==> config.mk <==
export PLATFORM = sky130hd
export DESIGN_NAME = scoreboard_hazard_ctrl_flat
export DESIGN_NICKNAME = d
export VERILOG_FILES = /design/src/rtl/scoreboard_hazard_ctrl_if.sv /design/src/rtl/scoreboard_hazard_ctrl.sv /design/src/flat_wrapper.sv
export SDC_FILE = /design/constraint.sdc
export NUM_CORES = 1
export LEC_CHECK = 0
export BUFFER_PORTS_ARGS = -buffer_cell sky130_fd_sc_hd__buf_2
export CORE_MARGIN = 3
export CORE_UTILIZATION = 29
export DETAILED_ROUTE_END_ITERATION = 16
export HOLD_SLACK_MARGIN = 0.03
export PLACE_DENSITY = 0.48
export SLEW_MARGIN = 40
export SYNTH_ARGS = -nofsm -noshare
export SYNTH_HDL_FRONTEND = slang
export SYNTH_SLANG_ARGS = --single-unit
==> constraint.sdc <==
create_clock -name clk -period 7.3 [get_ports clk]
set_input_delay 0.73 -clock clk [delete_from_list [all_inputs] [get_ports clk]]
set_output_delay 0.73 -clock clk [all_outputs]
set_load 0.02 [all_outputs]
==> src/rtl/scoreboard_hazard_ctrl_if.sv <==
// rtl/scoreboard_hazard_ctrl_if.sv - ID-stage hazard request and stall/issue response bundle
interface scoreboard_hazard_ctrl_if #(
    parameter int REG_ADDR_WIDTH = 5,
    parameter int NUM_REGS       = 32,
    parameter int CNT_W          = 4,
    parameter int STALL_CNT_W    = 32
);
    logic                      id_valid_i;
    logic [REG_ADDR_WIDTH-1:0] rs1_addr_i;
    logic                      rs1_used_i;
    logic [REG_ADDR_WIDTH-1:0] rs2_addr_i;
    logic                      rs2_used_i;
    logic [REG_ADDR_WIDTH-1:0] rd_addr_i;
    logic                      rd_we_i;
    logic [CNT_W-1:0]          lat_i;
    logic                      flush_i;
    logic                      backend_stall_i;
    logic                      stall_o;
    logic                      issue_o;
    logic [NUM_REGS-1:0]       pending_o;
    logic [STALL_CNT_W-1:0]    stall_cnt_o;

    modport master (
        output id_valid_i, rs1_addr_i, rs1_used_i, rs2_addr_i, rs2_used_i,
               rd_addr_i, rd_we_i, lat_i, flush_i, backend_stall_i,
        input  stall_o, issue_o, pending_o, stall_cnt_o
    );

    modport slave (
        input  id_valid_i, rs1_addr_i, rs1_used_i, rs2_addr_i, rs2_used_i,
               rd_addr_i, rd_we_i, lat_i, flush_i, backend_stall_i,
        output stall_o, issue_o, pending_o, stall_cnt_o
    );
endinterface

==> src/rtl/scoreboard_hazard_ctrl.sv <==
// rtl/scoreboard_hazard_ctrl.sv - per-register countdown scoreboard gating ID->EX issue
module scoreboard_hazard_ctrl #(
    parameter int REG_ADDR_WIDTH = 5,
    parameter int NUM_REGS       = 32,
    parameter int MAX_LAT        = 8,
    parameter int STALL_CNT_W    = 32,
    localparam int CNT_W         = $clog2(MAX_LAT + 1)
) (
    input  logic                    clk,
    input  logic                    rst_n,
    scoreboard_hazard_ctrl_if.slave id_if
);
    // cnt[r] = cycles until a consumer of xr may enter EX; 0 means nothing in flight
    logic [CNT_W-1:0]       cnt [NUM_REGS];
    logic [STALL_CNT_W-1:0] stall_cnt;

    logic [CNT_W-1:0] l_eff;
    logic [CNT_W-1:0] cnt_rs1;
    logic [CNT_W-1:0] cnt_rs2;
    logic [CNT_W-1:0] cnt_rd;
    logic             rs1_ok;
    logic             rs2_ok;
    logic             rd_ok;
    logic             raw;
    logic             waw;
    logic             stall;
    logic             issue;
    logic             alloc;

    always_comb begin
        l_eff = id_if.lat_i;
        if (id_if.lat_i == '0) begin
            l_eff = CNT_W'(1);
        end else if (id_if.lat_i > CNT_W'(MAX_LAT)) begin
            l_eff = CNT_W'(MAX_LAT);
        end
    end

    // Out-of-range or x0 addresses never carry a hazard
    assign rs1_ok = (id_if.rs1_addr_i != '0) && (int'(id_if.rs1_addr_i) < NUM_REGS);
    assign rs2_ok = (id_if.rs2_addr_i != '0) && (int'(id_if.rs2_addr_i) < NUM_REGS);
    assign rd_ok  = (id_if.rd_addr_i  != '0) && (int'(id_if.rd_addr_i)  < NUM_REGS);

    always_comb begin
        cnt_rs1 = '0;
        cnt_rs2 = '0;
        cnt_rd  = '0;
        for (int r = 1; r < NUM_REGS; r++) begin
            if (int'(id_if.rs1_addr_i) == r) cnt_rs1 = cnt[r];
            if (int'(id_if.rs2_addr_i) == r) cnt_rs2 = cnt[r];
            if (int'(id_if.rd_addr_i)  == r) cnt_rd  = cnt[r];
        end
    end

    always_comb begin
        raw = (id_if.rs1_used_i && rs1_ok && (cnt_rs1 > CNT_W'(1))) ||
              (id_if.rs2_used_i && rs2_ok && (cnt_rs2 > CNT_W'(1)));
        // A new writer must not complete before an older write to the same register
        waw   = id_if.rd_we_i && rd_ok && (cnt_rd > l_eff);
        stall = id_if.backend_stall_i ||
                (id_if.id_valid_i && !id_if.flush_i && (raw || waw));
        issue = id_if.id_valid_i && !id_if.flush_i && !stall;
        alloc = issue && id_if.rd_we_i && rd_ok;
    end

    always_ff @(posedge clk) begin
        if (!rst_n) begin
            for (int r = 0; r < NUM_REGS; r++) begin
                cnt[r] <= '0;
            end
            stall_cnt <= '0;
        end else begin
            if (!id_if.backend_stall_i) begin
                for (int r = 1; r < NUM_REGS; r++) begin
                    if (cnt[r] != '0) begin
                        cnt[r] <= cnt[r] - CNT_W'(1);
                    end
                end
            end
            if (alloc) begin
                for (int r = 1; r < NUM_REGS; r++) begin
                    if (int'(id_if.rd_addr_i) == r) begin
                        cnt[r] <= l_eff;
                    end
                end
            end
            if (stall && (stall_cnt != '1)) begin
                stall_cnt <= stall_cnt + STALL_CNT_W'(1);
            end
        end
    end

    always_comb begin
        id_if.pending_o = '0;
        for (int r = 1; r < NUM_REGS; r++) begin
            id_if.pending_o[r] = (cnt[r] != '0);
        end
    end

    assign id_if.stall_o     = stall;
    assign id_if.issue_o     = issue;
    assign id_if.stall_cnt_o = stall_cnt;
endmodule

==> src/flat_wrapper.sv <==
// flat-port wrapper written by rule: the top's interface ports become plain ports
module scoreboard_hazard_ctrl_flat 
#(
    parameter int REG_ADDR_WIDTH = 5,
    parameter int NUM_REGS       = 32,
    parameter int MAX_LAT        = 8,
    parameter int STALL_CNT_W    = 32,
    localparam int CNT_W         = $clog2(MAX_LAT + 1)
)
  (clk, rst_n, id_if_id_valid_i, id_if_rs1_addr_i, id_if_rs1_used_i, id_if_rs2_addr_i, id_if_rs2_used_i, id_if_rd_addr_i, id_if_rd_we_i, id_if_lat_i, id_if_flush_i, id_if_backend_stall_i, id_if_stall_o, id_if_issue_o, id_if_pending_o, id_if_stall_cnt_o);
  scoreboard_hazard_ctrl_if #(.REG_ADDR_WIDTH(REG_ADDR_WIDTH), .NUM_REGS(NUM_REGS), .CNT_W((4)), .STALL_CNT_W(STALL_CNT_W)) id_if_i ();
  input  logic clk;
  input  logic rst_n;
  input wire logic [$bits(id_if_i.id_valid_i)-1:0] id_if_id_valid_i;
  input wire logic [$bits(id_if_i.rs1_addr_i)-1:0] id_if_rs1_addr_i;
  input wire logic [$bits(id_if_i.rs1_used_i)-1:0] id_if_rs1_used_i;
  input wire logic [$bits(id_if_i.rs2_addr_i)-1:0] id_if_rs2_addr_i;
  input wire logic [$bits(id_if_i.rs2_used_i)-1:0] id_if_rs2_used_i;
  input wire logic [$bits(id_if_i.rd_addr_i)-1:0] id_if_rd_addr_i;
  input wire logic [$bits(id_if_i.rd_we_i)-1:0] id_if_rd_we_i;
  input wire logic [$bits(id_if_i.lat_i)-1:0] id_if_lat_i;
  input wire logic [$bits(id_if_i.flush_i)-1:0] id_if_flush_i;
  input wire logic [$bits(id_if_i.backend_stall_i)-1:0] id_if_backend_stall_i;
  output wire logic [$bits(id_if_i.stall_o)-1:0] id_if_stall_o;
  output wire logic [$bits(id_if_i.issue_o)-1:0] id_if_issue_o;
  output wire logic [$bits(id_if_i.pending_o)-1:0] id_if_pending_o;
  output wire logic [$bits(id_if_i.stall_cnt_o)-1:0] id_if_stall_cnt_o;
  assign id_if_i.id_valid_i = id_if_id_valid_i;
  assign id_if_i.rs1_addr_i = id_if_rs1_addr_i;
  assign id_if_i.rs1_used_i = id_if_rs1_used_i;
  assign id_if_i.rs2_addr_i = id_if_rs2_addr_i;
  assign id_if_i.rs2_used_i = id_if_rs2_used_i;
  assign id_if_i.rd_addr_i = id_if_rd_addr_i;
  assign id_if_i.rd_we_i = id_if_rd_we_i;
  assign id_if_i.lat_i = id_if_lat_i;
  assign id_if_i.flush_i = id_if_flush_i;
  assign id_if_i.backend_stall_i = id_if_backend_stall_i;
  assign id_if_stall_o = id_if_i.stall_o;
  assign id_if_issue_o = id_if_i.issue_o;
  assign id_if_pending_o = id_if_i.pending_o;
  assign id_if_stall_cnt_o = id_if_i.stall_cnt_o;
  scoreboard_hazard_ctrl #(.REG_ADDR_WIDTH(REG_ADDR_WIDTH), .NUM_REGS(NUM_REGS), .MAX_LAT(MAX_LAT), .STALL_CNT_W(STALL_CNT_W)) u_core (.clk(clk), .rst_n(rst_n), .id_if(id_if_i));
endmodule
### Yosys cells after proc, flatten, opt, wreduce, memory -nomap -nowiden

Memory sizes are Yosys's and may differ from the RTL's.
Index checks and enable logic that the tools add are counted.
Widths: inputs -> output; s select.

* $lt $le $gt $ge: 4
* $add $sub $neg: 32
* bitwise operators: 62
* eq/ne operators: 94
* reductions and logical operators: 52
* muxes and demuxes: 406

Operators with widths (number)
* $mux 4: 157
* $mux 1: 249
* $eq 5x5->1 const B: 48
* $reduce_bool 4->1: 31
* $sub 4x1->4 const B: 31
* $eq 5x4->1 const B: 24
* $or 1x1->1: 62
* $eq 5x3->1 const B: 12
* $add 32x1->32 const B: 1
* $ne 32x32->1 const B: 1
* $eq 5x2->1 const B: 6
* $eq 5x1->1 const B: 3
* $reduce_bool 5->1: 3
* $logic_and 1x1->1: 12
* $gt 4x1->1 const B: 2
* $gt 4x4->1: 1
* $gt 4x4->1 const B: 1
* $logic_not 4->1: 1
* $logic_or 1x1->1: 3
* $logic_not 1->1: 2

* RAM bits: 128
* memories kept: 1
* register bits: 32
* word-level logic and storage cells: 652

Memory list
* u_core.cnt: depth 32, width 4, rd ports 31, clocked after memory_dff 0, wr ports 32, line scoreboard_hazard_ctrl.sv:14 `logic [CNT_W-1:0] cnt [NUM_REGS];`

### Depth between registers and ports, before layout

Gate-level depths: netlist of the first run.

* depth after elaboration: 46
* mapped depth: 27

### Worst setup path after synthesis of the first run

OpenSTA, ideal clock, no wires.

* path type: input port to output port
* from: input port id_if_rd_addr_i[0]
* to: output port id_if_issue_o
* data arrival time: 4887 ps
* stages: 21
* setup slack: 1683 ps
* path through: clkbuf_1 > clkbuf_1 > clkbuf_1 > mux2i_1 > nor3_1 > a211oi_1 > o21ai_0 > a221o_1 > o21ai_0 > a22oi_1 > ha_1 > nor2b_1 > o21a_1 > o21a_1 > o21ai_1 > and4b_1 > nand4_1 > nand2b_1 > nor2_1 > o21ai_0 > nor2_1

* cells in the longest elaborated chain, start to end: 39

RTL lines
* start: declaration: line flat_wrapper.sv:19 `input wire logic [$bits(id_if_i.rd_addr_i)-1:0] id_if_rd_addr_i;`
* $eq 5x2->1: line scoreboard_hazard_ctrl.sv:51 `if (int'(id_if.rd_addr_i) == r) cnt_rd = cnt[r];`
* $mux 4 (31 in a row): line scoreboard_hazard_ctrl.sv:51
* $gt 4x4->1: line scoreboard_hazard_ctrl.sv:59 `waw = id_if.rd_we_i && rd_ok && (cnt_rd > l_eff);`
* $logic_and 1x1->1 *: line scoreboard_hazard_ctrl.sv:59
* $logic_or 1x1->1 *: line scoreboard_hazard_ctrl.sv:61 `(id_if.id_valid_i && !id_if.flush_i && (raw || waw));`
* $logic_and 1x1->1 *: line scoreboard_hazard_ctrl.sv:61
* $logic_or 1x1->1 *: line scoreboard_hazard_ctrl.sv:60 `stall = id_if.backend_stall_i ||`
* via id_if_stall_o: line flat_wrapper.sv:24 `output wire logic [$bits(id_if_i.stall_o)-1:0] id_if_stall_o;`
* $logic_not 1->1 *: line scoreboard_hazard_ctrl.sv:62 `issue = id_if.id_valid_i && !id_if.flush_i && !stall;`
* $logic_and 1x1->1 *: line scoreboard_hazard_ctrl.sv:62
* end: declaration: line flat_wrapper.sv:25 `output wire logic [$bits(id_if_i.issue_o)-1:0] id_if_issue_o;`

The timed path passes the listed nets; every way through them passes the cells marked *.

### Worst setup path after layout of the first run

* from: input port id_if_rd_addr_i[2]
* to: output port id_if_issue_o

* cells in the longest elaborated chain, start to end: 39

RTL lines (line)
* $eq 5x2->1: scoreboard_hazard_ctrl.sv:51
* $mux 4 (31 in a row): scoreboard_hazard_ctrl.sv:51
* $gt 4x4->1: scoreboard_hazard_ctrl.sv:59
* $logic_and 1x1->1 *: scoreboard_hazard_ctrl.sv:59
* $logic_or 1x1->1 *: scoreboard_hazard_ctrl.sv:61
* $logic_and 1x1->1 *: scoreboard_hazard_ctrl.sv:61
* $logic_or 1x1->1 *: scoreboard_hazard_ctrl.sv:60
* $logic_not 1->1 *: scoreboard_hazard_ctrl.sv:62
* $logic_and 1x1->1 *: scoreboard_hazard_ctrl.sv:62

Mark *: on every way between the ends. The rest lies on a longest branch, timed or not.

==> results of run 1 <==
cells by family after synthesis:
group	count (synthesis)
buffers and inverters	227
AO/OA/AOI/OAI	473
XOR/XNOR	64
adder cells (fa/ha/maj)	36
multiplexers	125
AND/OR/NAND/NOR	591
other	1
flip-flops	156
Yosys cell counts (36+ instances only):
library cell / instances / share of area
nor2_1: 109 / 0.029
nand2_1: 117 / 0.031
nand3_1: 81 / 0.029
inv_1: 86 / 0.023
o21ai_0: 67 / 0.024
mux2i_1: 75 / 0.053
a21oi_1: 106 / 0.037
clkbuf_1: 80 / 0.021
ha_1: 36 / 0.032
nor3_1: 58 / 0.020
edfxtp_1: 124 / 0.26
power groups by stage:
stage | Sequential (mW) | Combinational, mW | Clock [mW]
after detailed placement | 1.37 | 0.970 | 0
after CTS | 1.35 | 0.976 | 0.957
final | 1.36 | 0.984 | 0.930
after floorplan | 1.23 | 0.729 | 0
after global routing | 1.37 | 1.08 | 0.989
after global placement | 1.37 | 0.966 | 0
critical path, cell delays in order:
cell       delay [ps]
buf_2             280
clkinv_1          350
nand3_1           480
a21oi_1            70
a2111oi_0         580
o221ai_1          220
a21oi_1           190
o22ai_1           140
o221ai_1          110
o221ai_1          160
a221o_1           340
ha_1              300
o21a_1            110
o21a_1            160
o21ai_1           110
and4b_1           210
nand4_1           130
nand2b_1          300
nor2_1            140
o21ai_0           210
nor2_1            140
buf_2             170
metrics by stage:
| stage | util | setup slack (ps) |
|---|---|---|
| 2_1_floorplan | - | 1683 |
| 3_3_place_gp | 0.3133 | 894.4 |
| 3_5_place_dp | 0.3137 | 828.6 |
| 4_1_cts | 0.3264 | 1015 |
| 5_1_grt | 0.3265 | 596.1 |
| 6_report | 0.3265 | 911.3 |
metal layers:
layer	routed length, µm	part of all wire	global-route usage
met2	26740	0.46	0.3538
met4	1222	0.021	0.06559
met3	4493	0.077	0.04410
met5	0	0	0
met1	25810	0.44	0.3124
cell type report:
cell class	instances	share of cell area
Multi-Input combinational cell	1290	0.5663
Clock inverter	14	0.01063
Timing Repair Buffer	123	0.04492
Inverter	92	0.02206
Clock buffer	18	0.02806
Sequential cell	156	0.2788
Tap cell	615	0.04916
worst paths after layout:
check	start	endpoint	slack, ps	cells after the start
worst max-delay path	id_if_rd_addr_i[2]	id_if_issue_o	910	22
worst min-delay path	u_core.id_if.stall_cnt_o[5]$_SDFFE_PN0P_	u_core.id_if.stall_cnt_o[5]$_SDFFE_PN0P_	480	2
worst max register to register	u_core.cnt[0][6]$_DFFE_PP_	u_core.cnt[1][61]$_DFFE_PP_	1770	21
worst min register to register	u_core.id_if.stall_cnt_o[5]$_SDFFE_PN0P_	u_core.id_if.stall_cnt_o[5]$_SDFFE_PN0P_	480	2
flip-flops by register name (all words and copies together), names as in the netlist:
register and cells:
u_core.id_if.stall_cnt_o 32, u_core.cnt 124
==> key figures, run 1 <==
Run status
  • Status: completed

Synthesis
  • Post-Syn Instances: 1673
  • Post-Syn Area: 14160 µm²
  • Ys async rst share: 0
  • Post-Synth Adder-Cell Area: 0.03181
  • Largest family of logic cells by synthesized area: simple AND/OR/NAND/NOR gates
  • Post-synth EDFFs: 124
  • Simple-Gate Fraction of Synth Area: 0.2320
  • Fraction of the mapped netlist area in compound gates: 0.2237
  • Syn avg cell area: 8.464 µm²
  • Post-synth cell types: 91
  • Seq/Total Area, Yosys: 0.3082
  • Register bit total from synthesis: 156
  • Xor/xnor share of the synthesized area: 0.03958
  • Mapped Nets: 1736
  • Multiplexer share of the synthesized area: 0.09648
  • Synth warn: 0
  • Main synth FF type: edfxtp_1

GRT
  • Total grt overflow: 0
  • Initial antenna violation count: 0
  • Largest net degree at the start of global routing: 61
  • First-pass GRT wire length: 87.58 mm
  • Number of global-route vias before repair: 13426
  • Overall routing resource usage: 0.2243

Critical path
  • Crit Path Class: input port to output pin
  • Critical Path End Type: output pin
  • Crit-path max FO: 16
  • Req. time, crit path: 6570 ps
  • Crit start category: input port
  • Arrival time at the worst endpoint: 5660 ps

Floorplanning
  • Row count: 80
  • Die H: 227.0 µm
  • Die ar.: 51520 µm²
  • Initial core utilization: 0.2954
  • Die W: 227.0 µm
  • Core Region: 47950 µm²
  • IO Count: 93

Timing
  • RSZ-0062 raised after global routing: no
  • Skew final: 14.54 ps
  • Slew Limit Fails: 0
  • Max-slew headroom: 0.4126
  • Final Setup Violations: 0
  • Final worst-path cycle share: 0.8752
  • Slew @ Worst Pin: 877.9 ps
  • WHS: 484.7 ps
  • Tmin final: 6389 ps
  • Final setup TNS: 0 ps
  • Max Fclk: 156.5 MHz
  • Final Hold Fails: 0

Pwr
  • Internal Dissipation: 1.974 mW
  • Clock Power Share: 0.284
  • Max VDD drop: 0.1582 mV
  • Tot Pwr: 3.278 mW
  • Sequential power share: 0.416
  • Combinational Power Share: 0.300
  • Cell Pwr Density: 209.4 nW/µm²
  • Pleak: 5.689 nW
  • Switch Pwr: 1.303 mW
  • Sw Ratio: 0.3976

Drt
  • Drt total wl: 58.27 mm
  • Vias per inst: 6.023
  • Total number of vias: 13901
  • Drt first pass iters: 8
  • WL/cell: 25.25 µm
  • Antenna-violating nets left: 0
  • Remaining DRCs: 0
  • Starting DRT DRC Count: 1469

Layout
  • Multi-input logic area: 8865 µm²
  • Most frequent cells in the layout: edfxtp_1 (124), nand2_1 (116), nor2_1 (107)
  • Layout Cells excl Fill: 2308
  • FF/Latch Area: 4364 µm²
  • Area delta synth->final: 10.53%
  • Proportion of layout cells with a drive suffix above 1: 0.1435
  • Fill count: 5013
  • Post-route cell area: 15650 µm²
  • Commonest non-fill, non-tap cell in the layout: edfxtp_1
  • Nets: 1743
  • N_diodes: 0

Clock network
  • TritonCTS Buffers: 17
  • Setup bufs post-CTS: 0
  • Clock Path Buffers: 2
  • Hold_buf cts: 0
  • CTS sink count: 156
  • CTS HTree Levels: 4
  • Clock latency on the worst-skew pair: 480 ps
  • Clock-pin slew on the worst setup and hold paths: 80 ps
  • CTS tree: built
  • Root Buffer: clkbuf_16
  • PostCTS Resize Cnt: 0

Run
  • Max-Cap Viols: 0

Placed design
  • Cells after DPL: 2276
  • Placed instance area: 15040 µm²
  • Gpl congestion: 1.030
  • I/O Buffers: 91
  • DPL Wire Length: 42.92 mm

Worst hold path
  • Hold WC Path Type: flop to flop
Note: power is estimated with default switching activity, not from simulation.
==> run 2, diff against run 1 <==
--- a/config.mk
+++ b/config.mk
@@ -8,2 +8,4 @@
 export BUFFER_PORTS_ARGS = -buffer_cell sky130_fd_sc_hd__buf_2
+export CELL_PAD_IN_SITES_DETAIL_PLACEMENT = 1
+export CELL_PAD_IN_SITES_GLOBAL_PLACEMENT = 2
 export CORE_MARGIN = 3
@@ -12,3 +14,3 @@
 export HOLD_SLACK_MARGIN = 0.03
-export PLACE_DENSITY = 0.48
+export PLACE_DENSITY = 0.69
 export SLEW_MARGIN = 40
==> constraint.sdc (replaced) <==
create_clock -name clk -period 7.3 [get_ports clk]
set_input_delay 1.46 -clock clk [delete_from_list [all_inputs] [get_ports clk]]
set_output_delay 1.46 -clock clk [all_outputs]
set_load 0.02 [all_outputs]
==> run 2 against run 1 <==
Net effect: via count is 0.71% higher; wire length is 5.5% higher; combinational power is 4% higher; maximum frequency is 9.1% lower; critical path depth is 1 higher; critical path type unchanged.
==> key figures, run 2 (same netlist as run 1, synthesis figures left out) <==
Run status
  • Status: completed (unchanged)

Timing
  • Slew @ Worst Pin: 917.9 ps (was 877.9 ps)
  • Final worst-path cycle share: 0.9628 (was 0.8752)
  • Tmin final: 7028 ps (was 6389 ps)
  • Final Setup Violations: 0 (unchanged)
  • Final Hold Fails: 0 (unchanged)
  • Slew Limit Fails: 0 (unchanged)
  • WHS: 485.1 ps (was 484.7 ps)
  • Max-slew headroom: 0.3875 (was 0.4126)
  • Final setup TNS: 0 ps (unchanged)
  • RSZ-0062 raised after global routing: no (unchanged)
  • Skew final: 16.34 ps (was 14.54 ps)
  • Max Fclk: 142.3 MHz (was 156.5 MHz)

GRT
  • Overall routing resource usage: 0.2388 (was 0.2243)
  • GR Util met1: 0.3337 (was 0.3124)
  • Largest net degree at the start of global routing: 61 (unchanged)
  • Global-route met2 utilization: 0.3749 (was 0.3538)
  • Initial antenna violation count: 1 (was 0)
  • Met3 Resource Use GR: 0.05016 (was 0.04410)
  • Number of global-route vias before repair: 14126 (was 13426)
  • First-pass GRT wire length: 92.63 mm (was 87.58 mm)
  • Most Used Layer, Global Route: met2 (unchanged)
  • Total grt overflow: 0 (unchanged)

Critical path
  • Setup slack, reg-to-reg: 1810 ps (was 1770 ps)
  • Slowest stage delay, CP: 400 ps (was 580 ps)
  • Crit path buf inv count: 3 (unchanged)
  • Req. time, crit path: 5840 ps (was 6570 ps)
  • Slowest cell on the critical path: or3_1 (was a2111oi_0)
  • Crit Path Class: input port to output pin (unchanged)
  • Arrival time at the worst endpoint: 5570 ps (was 5660 ps)
  • Critical Path End Type: output pin (unchanged)
  • CP delay by family, top: compound AO/OA/AOI/OAI gates (unchanged)
  • Crit-path max FO: 13 (was 16)
  • Crit start category: input port (unchanged)
  • CP cell instances: buf_2, buf_4, or3_1, o21ai_0, o21ai_0, a222oi_1, o22ai_1, nand2_1, a221o_1, o21ai_0, a22oi_1, ha_1, nor2b_1, o21a_1, o21a_1, o21ai_1, and4b_1, nand4_1, nand2b_1, nor2_1, o21ai_1, nor2_1, buf_2 (was buf_2, clkinv_1, nand3_1, a21oi_1, a2111oi_0, o221ai_1, a21oi_1, o22ai_1, o221ai_1, o221ai_1, a221o_1, ha_1, o21a_1, o21a_1, o21ai_1, and4b_1, nand4_1, nand2b_1, nor2_1, o21ai_0, nor2_1, buf_2)
  • Most used cell, CP: o21ai_0 (was o221ai_1)

Drt
  • Drt total wl: 61.47 mm (was 58.27 mm)
  • Drt first pass iters: 5 (was 8)
  • Total number of vias: 14000 (was 13901)
  • Vias per inst: 6.014 (was 6.023)
  • Antenna-violating nets left: 0 (unchanged)
  • Remaining DRCs: 0 (unchanged)
  • Starting DRT DRC Count: 1345 (was 1469)
  • WL/cell: 26.40 µm (was 25.25 µm)

Clock network
  • Clock Path Buffers: 2 (unchanged)
  • Root Buffer: clkbuf_16 (unchanged)
  • Setup bufs post-CTS: 0 (unchanged)
  • CTS HTree Levels: 4 (unchanged)
  • Clock-pin slew on the worst setup and hold paths: 70 ps (was 80 ps)
  • TritonCTS Buffers: 17 (unchanged)
  • CTS tree: built (unchanged)
  • CTS sink count: 156 (unchanged)
  • Hold_buf cts: 0 (unchanged)
  • PostCTS Resize Cnt: 0 (unchanged)
  • Clock latency on the worst-skew pair: 460 ps (was 480 ps)

Layout
  • Max FFs per register: 124 (unchanged)
  • Largest reg by FF count: u_core.cnt (unchanged)
  • Fill count: 5620 (was 5013)
  • Proportion of layout cells with a drive suffix above 1: 0.1525 (was 0.1435)
  • Area delta synth->final: 11.43% (was 10.53%)
  • Most frequent cells in the layout: edfxtp_1 (124), nand2_1 (116), nor2_1 (106), a21oi_1 (106), buf_2 (90) (was edfxtp_1 (124), nand2_1 (116), nor2_1 (107))
  • Commonest non-fill, non-tap cell in the layout: edfxtp_1 (unchanged)
  • Nets: 1762 (was 1743)
  • Post-route cell area: 15780 µm² (was 15650 µm²)
  • Layout Cells excl Fill: 2328 (was 2308)

Floorplanning
  • Core Region: 47950 µm² (unchanged)
  • Die W: 227.0 µm (unchanged)
  • Row count: 80 (unchanged)
  • Die H: 227.0 µm (unchanged)
  • Initial core utilization: 0.2954 (unchanged)
  • Die ar.: 51520 µm² (unchanged)
  • IO Count: 93 (unchanged)

Placed design
  • Gpl congestion: 0.9235 (was 1.030)
  • I/O Buffers: 91 (unchanged)
  • Cells after DPL: 2295 (was 2276)
  • DPL Wire Length: 46.58 mm (was 42.92 mm)
  • Placed instance area: 15190 µm² (was 15040 µm²)

Pwr
  • Pleak: 5.760 nW (was 5.689 nW)
  • Sw Ratio: 0.3874 (was 0.3976)
  • Tot Pwr: 3.293 mW (was 3.278 mW)
  • Clock Power Share: 0.275 (was 0.284)
  • Combinational Power Share: 0.308 (was 0.300)
  • Sequential power share: 0.417 (was 0.416)
  • Cell Pwr Density: 208.7 nW/µm² (was 209.4 nW/µm²)
  • Switch Pwr: 1.276 mW (was 1.303 mW)
  • Internal Dissipation: 2.018 mW (was 1.974 mW)
  • Max VDD drop: 0.1643 mV (was 0.1582 mV)

Worst hold path
  • Hold WC Path Type: flop to flop (unchanged)

Run
  • Max-Cap Viols: 0 (unchanged)
-- run 2: worst register-to-register path: cells and delay by family, from the launching register on --
kind	cells	cell delay [ps]
buffers and inverters	1	200
AO/OA/AOI/OAI	12	2230
AND/OR/NAND/NOR	7	1560
adder cells (fa/ha/maj)	1	320
multiplexers	1	310
flip-flops	1	510
-- run 2: power groups by stage --
stage / clock [mW] / sequential (mW) / combinational, mW
after floorplan: 0 / 1.23 / 0.729
after global placement: 0 / 1.38 / 0.989
after detailed placement: 0 / 1.38 / 1.00
after CTS: 0.929 / 1.36 / 1.01
after global routing: 0.961 / 1.38 / 1.12
final: 0.906 / 1.37 / 1.02
-- run 2: through the flow --
| step | setup slack [ps] | util |
|---|---|---|
| after floorplan | 222.8 | - |
| after global placement | 352.0 | 0.3167 |
| after detailed placement | 263.4 | 0.3168 |
| after CTS | 231.0 | 0.3288 |
| after global routing | 0.5835 | 0.3291 |
| final | 271.7 | 0.3291 |
-- run 2: routing by layer --
| metal | wire, µm | up-vias |
|---|---|---|
| met5 | 0 | - |
| met3 | 4241 | 76 |
| met1 | 28320 | 7101 |
| met2 | 27510 | 454 |
| met4 | 1392 | 0 |
| li1 | - | 6369 |
-- run 2: layout make-up --
class,instances,area (µm²),area share
multi-input combinational,1290,8871,0.5622
sequential,156,4364,0.2766
timing repair buffer,142,853.3,0.05408
tap,615,769.5,0.04876
clock buffer,18,429.2,0.02720
inverter,92,345.3,0.02188
clock inverter,14,145.1,0.009198
antenna,1,2.502,0.0001586
-- run 2: path summary, 6_finish.rpt --
kind | from | cells past startpoint | to
worst max-delay path | id_if_rd_addr_i[2] | 23 | id_if_issue_o
worst min-delay path | u_core.id_if.stall_cnt_o[5]$_SDFFE_PN0P_ | 2 | u_core.id_if.stall_cnt_o[5]$_SDFFE_PN0P_
worst max register to register | u_core.cnt[0][13]$_SDFFCE_PN0P_ | 22 | u_core.cnt[0][20]$_SDFFCE_PN0P_
worst min register to register | u_core.id_if.stall_cnt_o[5]$_SDFFE_PN0P_ | 2 | u_core.id_if.stall_cnt_o[5]$_SDFFE_PN0P_
==> run 3, diff against run 2 <==
- CORE_UTILIZATION: 29 -> 39
- PLACE_DENSITY: 0.69 -> 0.87
==> run 3 against run 2 <==
Net effect: maximum frequency is 0.90% higher; critical endpoint unchanged; largest power group unchanged; final area down 2.0%; highest routed layer unchanged; utilization up 10 points; sequential share of layout area is 0.55 points higher.
==> key figures, run 3 (same netlist as run 1, synthesis figures left out) <==
Run status
  • Status: completed (unchanged)

Floorplanning
  • Core Region: 35660 µm² (was 47950 µm²)
  • Die W: 196.6 µm (was 227.0 µm)
  • Row count: 69 (was 80)
  • IO Count: 93 (unchanged)
  • Die ar.: 38630 µm² (was 51520 µm²)
  • Die H: 196.6 µm (was 227.0 µm)
  • Initial core utilization: 0.3972 (was 0.2954)

Timing
  • Tmin final: 6965 ps (was 7028 ps)
  • Final Hold Fails: 0 (unchanged)
  • Skew final: 12.43 ps (was 16.34 ps)
  • Final Setup Violations: 0 (unchanged)
  • RSZ-0062 raised after global routing: no (unchanged)
  • Final setup TNS: 0 ps (unchanged)
  • Final worst-path cycle share: 0.9542 (was 0.9628)
  • Max-slew headroom: 0.4383 (was 0.3875)
  • Slew @ Worst Pin: 821.4 ps (was 917.9 ps)
  • Max Fclk: 143.6 MHz (was 142.3 MHz)
  • Post-route setup slack: 334.5 ps (was 271.7 ps)
  • Slew Limit Fails: 0 (unchanged)

Pwr
  • Max VDD drop: 0.1196 mV (was 0.1643 mV)
  • Cell Pwr Density: 209.4 nW/µm² (was 208.7 nW/µm²)
  • Tot Pwr: 3.239 mW (was 3.293 mW)
  • Pleak: 5.715 nW (was 5.760 nW)

Layout
  • Util after Layout: 0.4339 (was 0.3291)
  • Commonest non-fill, non-tap cell in the layout: edfxtp_1 (unchanged)
  • Nets: 1753 (was 1762)
  • Max FFs per register: 124 (unchanged)
  • Multi-input logic area: 8866 µm² (was 8871 µm²)
  • FF/Latch Area: 4364 µm² (unchanged)
  • Largest reg by FF count: u_core.cnt (unchanged)
  • Area delta synth->final: 9.259% (was 11.43%)
  • Proportion of layout cells with a drive suffix above 1: 0.1486 (was 0.1525)
  • Fill count: 4246 (was 5620)
  • Most frequent cells in the layout: edfxtp_1 (124), nand2_1 (115), nor2_1 (107) (was edfxtp_1 (124), nand2_1 (116), nor2_1 (106), a21oi_1 (106), buf_2 (90))

Run
  • Max-Cap Viols: 0 (unchanged)

Clock network
  • Clock-pin slew on the worst setup and hold paths: 70 ps (about the same)
  • Setup bufs post-CTS: 0 (unchanged)
  • TritonCTS Buffers: 17 (unchanged)
  • CTS sink count: 156 (unchanged)
  • Root Buffer: clkbuf_16 (unchanged)
  • Hold_buf cts: 0 (unchanged)
  • Clock latency on the worst-skew pair: 440 ps (was 460 ps)
  • CTS tree: built (unchanged)
  • PostCTS Resize Cnt: 0 (unchanged)
  • CTS HTree Levels: 4 (unchanged)
  • Clock Path Buffers: 2 (unchanged)

Critical path
  • Crit Path Class: input port to output pin (unchanged)
  • CP endpoint: id_if_issue_o (unchanged)
  • Critical path origin: id_if_rd_addr_i[3] (was id_if_rd_addr_i[2])
  • Worst R2R Start: u_core.cnt[0][13]$_SDFFCE_PN0P_ (unchanged)
  • Req. time, crit path: 5840 ps (about the same)
  • Crit-path max FO: 16 (was 13)
  • Arrival time at the worst endpoint: 5510 ps (was 5570 ps)
  • FF-to-FF path depth: 22 (unchanged)
  • Setup slack, reg-to-reg: 1800 ps (was 1810 ps)
  • Critical Path End Type: output pin (unchanged)
  • R2R Path End: u_core.cnt[1][39]$_DFFE_PP_ (was u_core.cnt[0][20]$_SDFFCE_PN0P_)
  • Crit start category: input port (unchanged)

GRT
  • Overall routing resource usage: 0.2974 (was 0.2388)
  • Total grt overflow: 0 (unchanged)
  • Largest net degree at the start of global routing: 56 (was 61)
  • Initial antenna violation count: 0 (was 1)
  • First-pass GRT wire length: 89.57 mm (was 92.63 mm)
  • Number of global-route vias before repair: 14162 (was 14126)

Drt
  • Drt total wl: 58.42 mm (was 61.47 mm)
  • WL/cell: 26.98 µm (was 26.40 µm)
  • Vias per inst: 6.593 (was 6.014)
  • Remaining DRCs: 0 (unchanged)
  • Drt first pass iters: 5 (unchanged)
  • Starting DRT DRC Count: 1560 (was 1345)
  • Total number of vias: 14273 (was 14000)
  • Antenna-violating nets left: 0 (unchanged)

Placed design
  • I/O Buffers: 91 (unchanged)
  • Dpl ws: 333.3 ps (was 263.4 ps)
  • Gpl congestion: 0.9721 (was 0.9235)
  • DPL Wire Length: 43.32 mm (was 46.58 mm)

Worst hold path
  • Hold Path Cell Cnt: 2 (unchanged)
  • Hold WC Path Type: flop to flop (unchanged)
==> run 3: worst min-delay path by stage <==
stage	slack (ps)	start	endpoint
floorplan	550	u_core.id_if.stall_cnt_o[5]$_SDFFE_PN0P_	u_core.id_if.stall_cnt_o[5]$_SDFFE_PN0P_
global placement	470	u_core.id_if.stall_cnt_o[5]$_SDFFE_PN0P_	u_core.id_if.stall_cnt_o[5]$_SDFFE_PN0P_
detailed placement	480	u_core.id_if.stall_cnt_o[5]$_SDFFE_PN0P_	u_core.id_if.stall_cnt_o[5]$_SDFFE_PN0P_
CTS	490	u_core.id_if.stall_cnt_o[5]$_SDFFE_PN0P_	u_core.id_if.stall_cnt_o[5]$_SDFFE_PN0P_
global route	530	u_core.id_if.stall_cnt_o[5]$_SDFFE_PN0P_	u_core.id_if.stall_cnt_o[5]$_SDFFE_PN0P_
finish	480	u_core.id_if.stall_cnt_o[5]$_SDFFE_PN0P_	u_core.id_if.stall_cnt_o[5]$_SDFFE_PN0P_
==> run 3: metrics by stage <==
step	instance area [µm²]	hold WS, ps	cells
final	15470	484.0	2165
after global routing	15470	528.6	2164
after CTS	15440	488.7	2164
after detailed placement	14920	477.6	2132
after global placement	14920	465.2	2132
after floorplan	14160	548.5	1673
==> run 3: power by group <==
part           internal, mW  switching [mW]
logic                 0.396           0.617
registers              1.12           0.255
clock network         0.441           0.414
==> run 3: worst max-delay path, stage by stage <==
cell and delay [ps]:
buf_2 240, or3_1 210, buf_4 190, nor2_1 50
a2111oi_0 420, o221ai_1 180, a21oi_1 220, o22ai_1 140
o221ai_1 90, o221ai_1 140, a221o_1 310, ha_1 290
o21a_1 110, o21a_1 160, o21ai_1 100, and4b_1 200
nand4_1 110, nand2b_1 210, nor2_1 120, o21ai_0 210
nor2_1 150, buf_2 180
==> run 3: final cells by class <==
class | count | share of cell area
clock inverters | 12 | 0.005499
flip-flops and latches | 156 | 0.2821
repair buffers | 133 | 0.05111
multi-input cells | 1290 | 0.5730
inverters | 92 | 0.02256
well taps | 461 | 0.03728
diodes | 1 | 0.0001617
clock buffers | 20 | 0.02830
==> run 3: routing by layer <==
metal / track usage / vias to the layer above / routed length [µm] / share of wire
met5: 0 / - / 0 / 0
met4: 0.07262 / 0 / 1290 / 0.022
met3: 0.04735 / 85 / 5371 / 0.092
met2: 0.4594 / 666 / 25850 / 0.44
met1: 0.4370 / 7172 / 25900 / 0.44
li1: - / 6350 / - / -
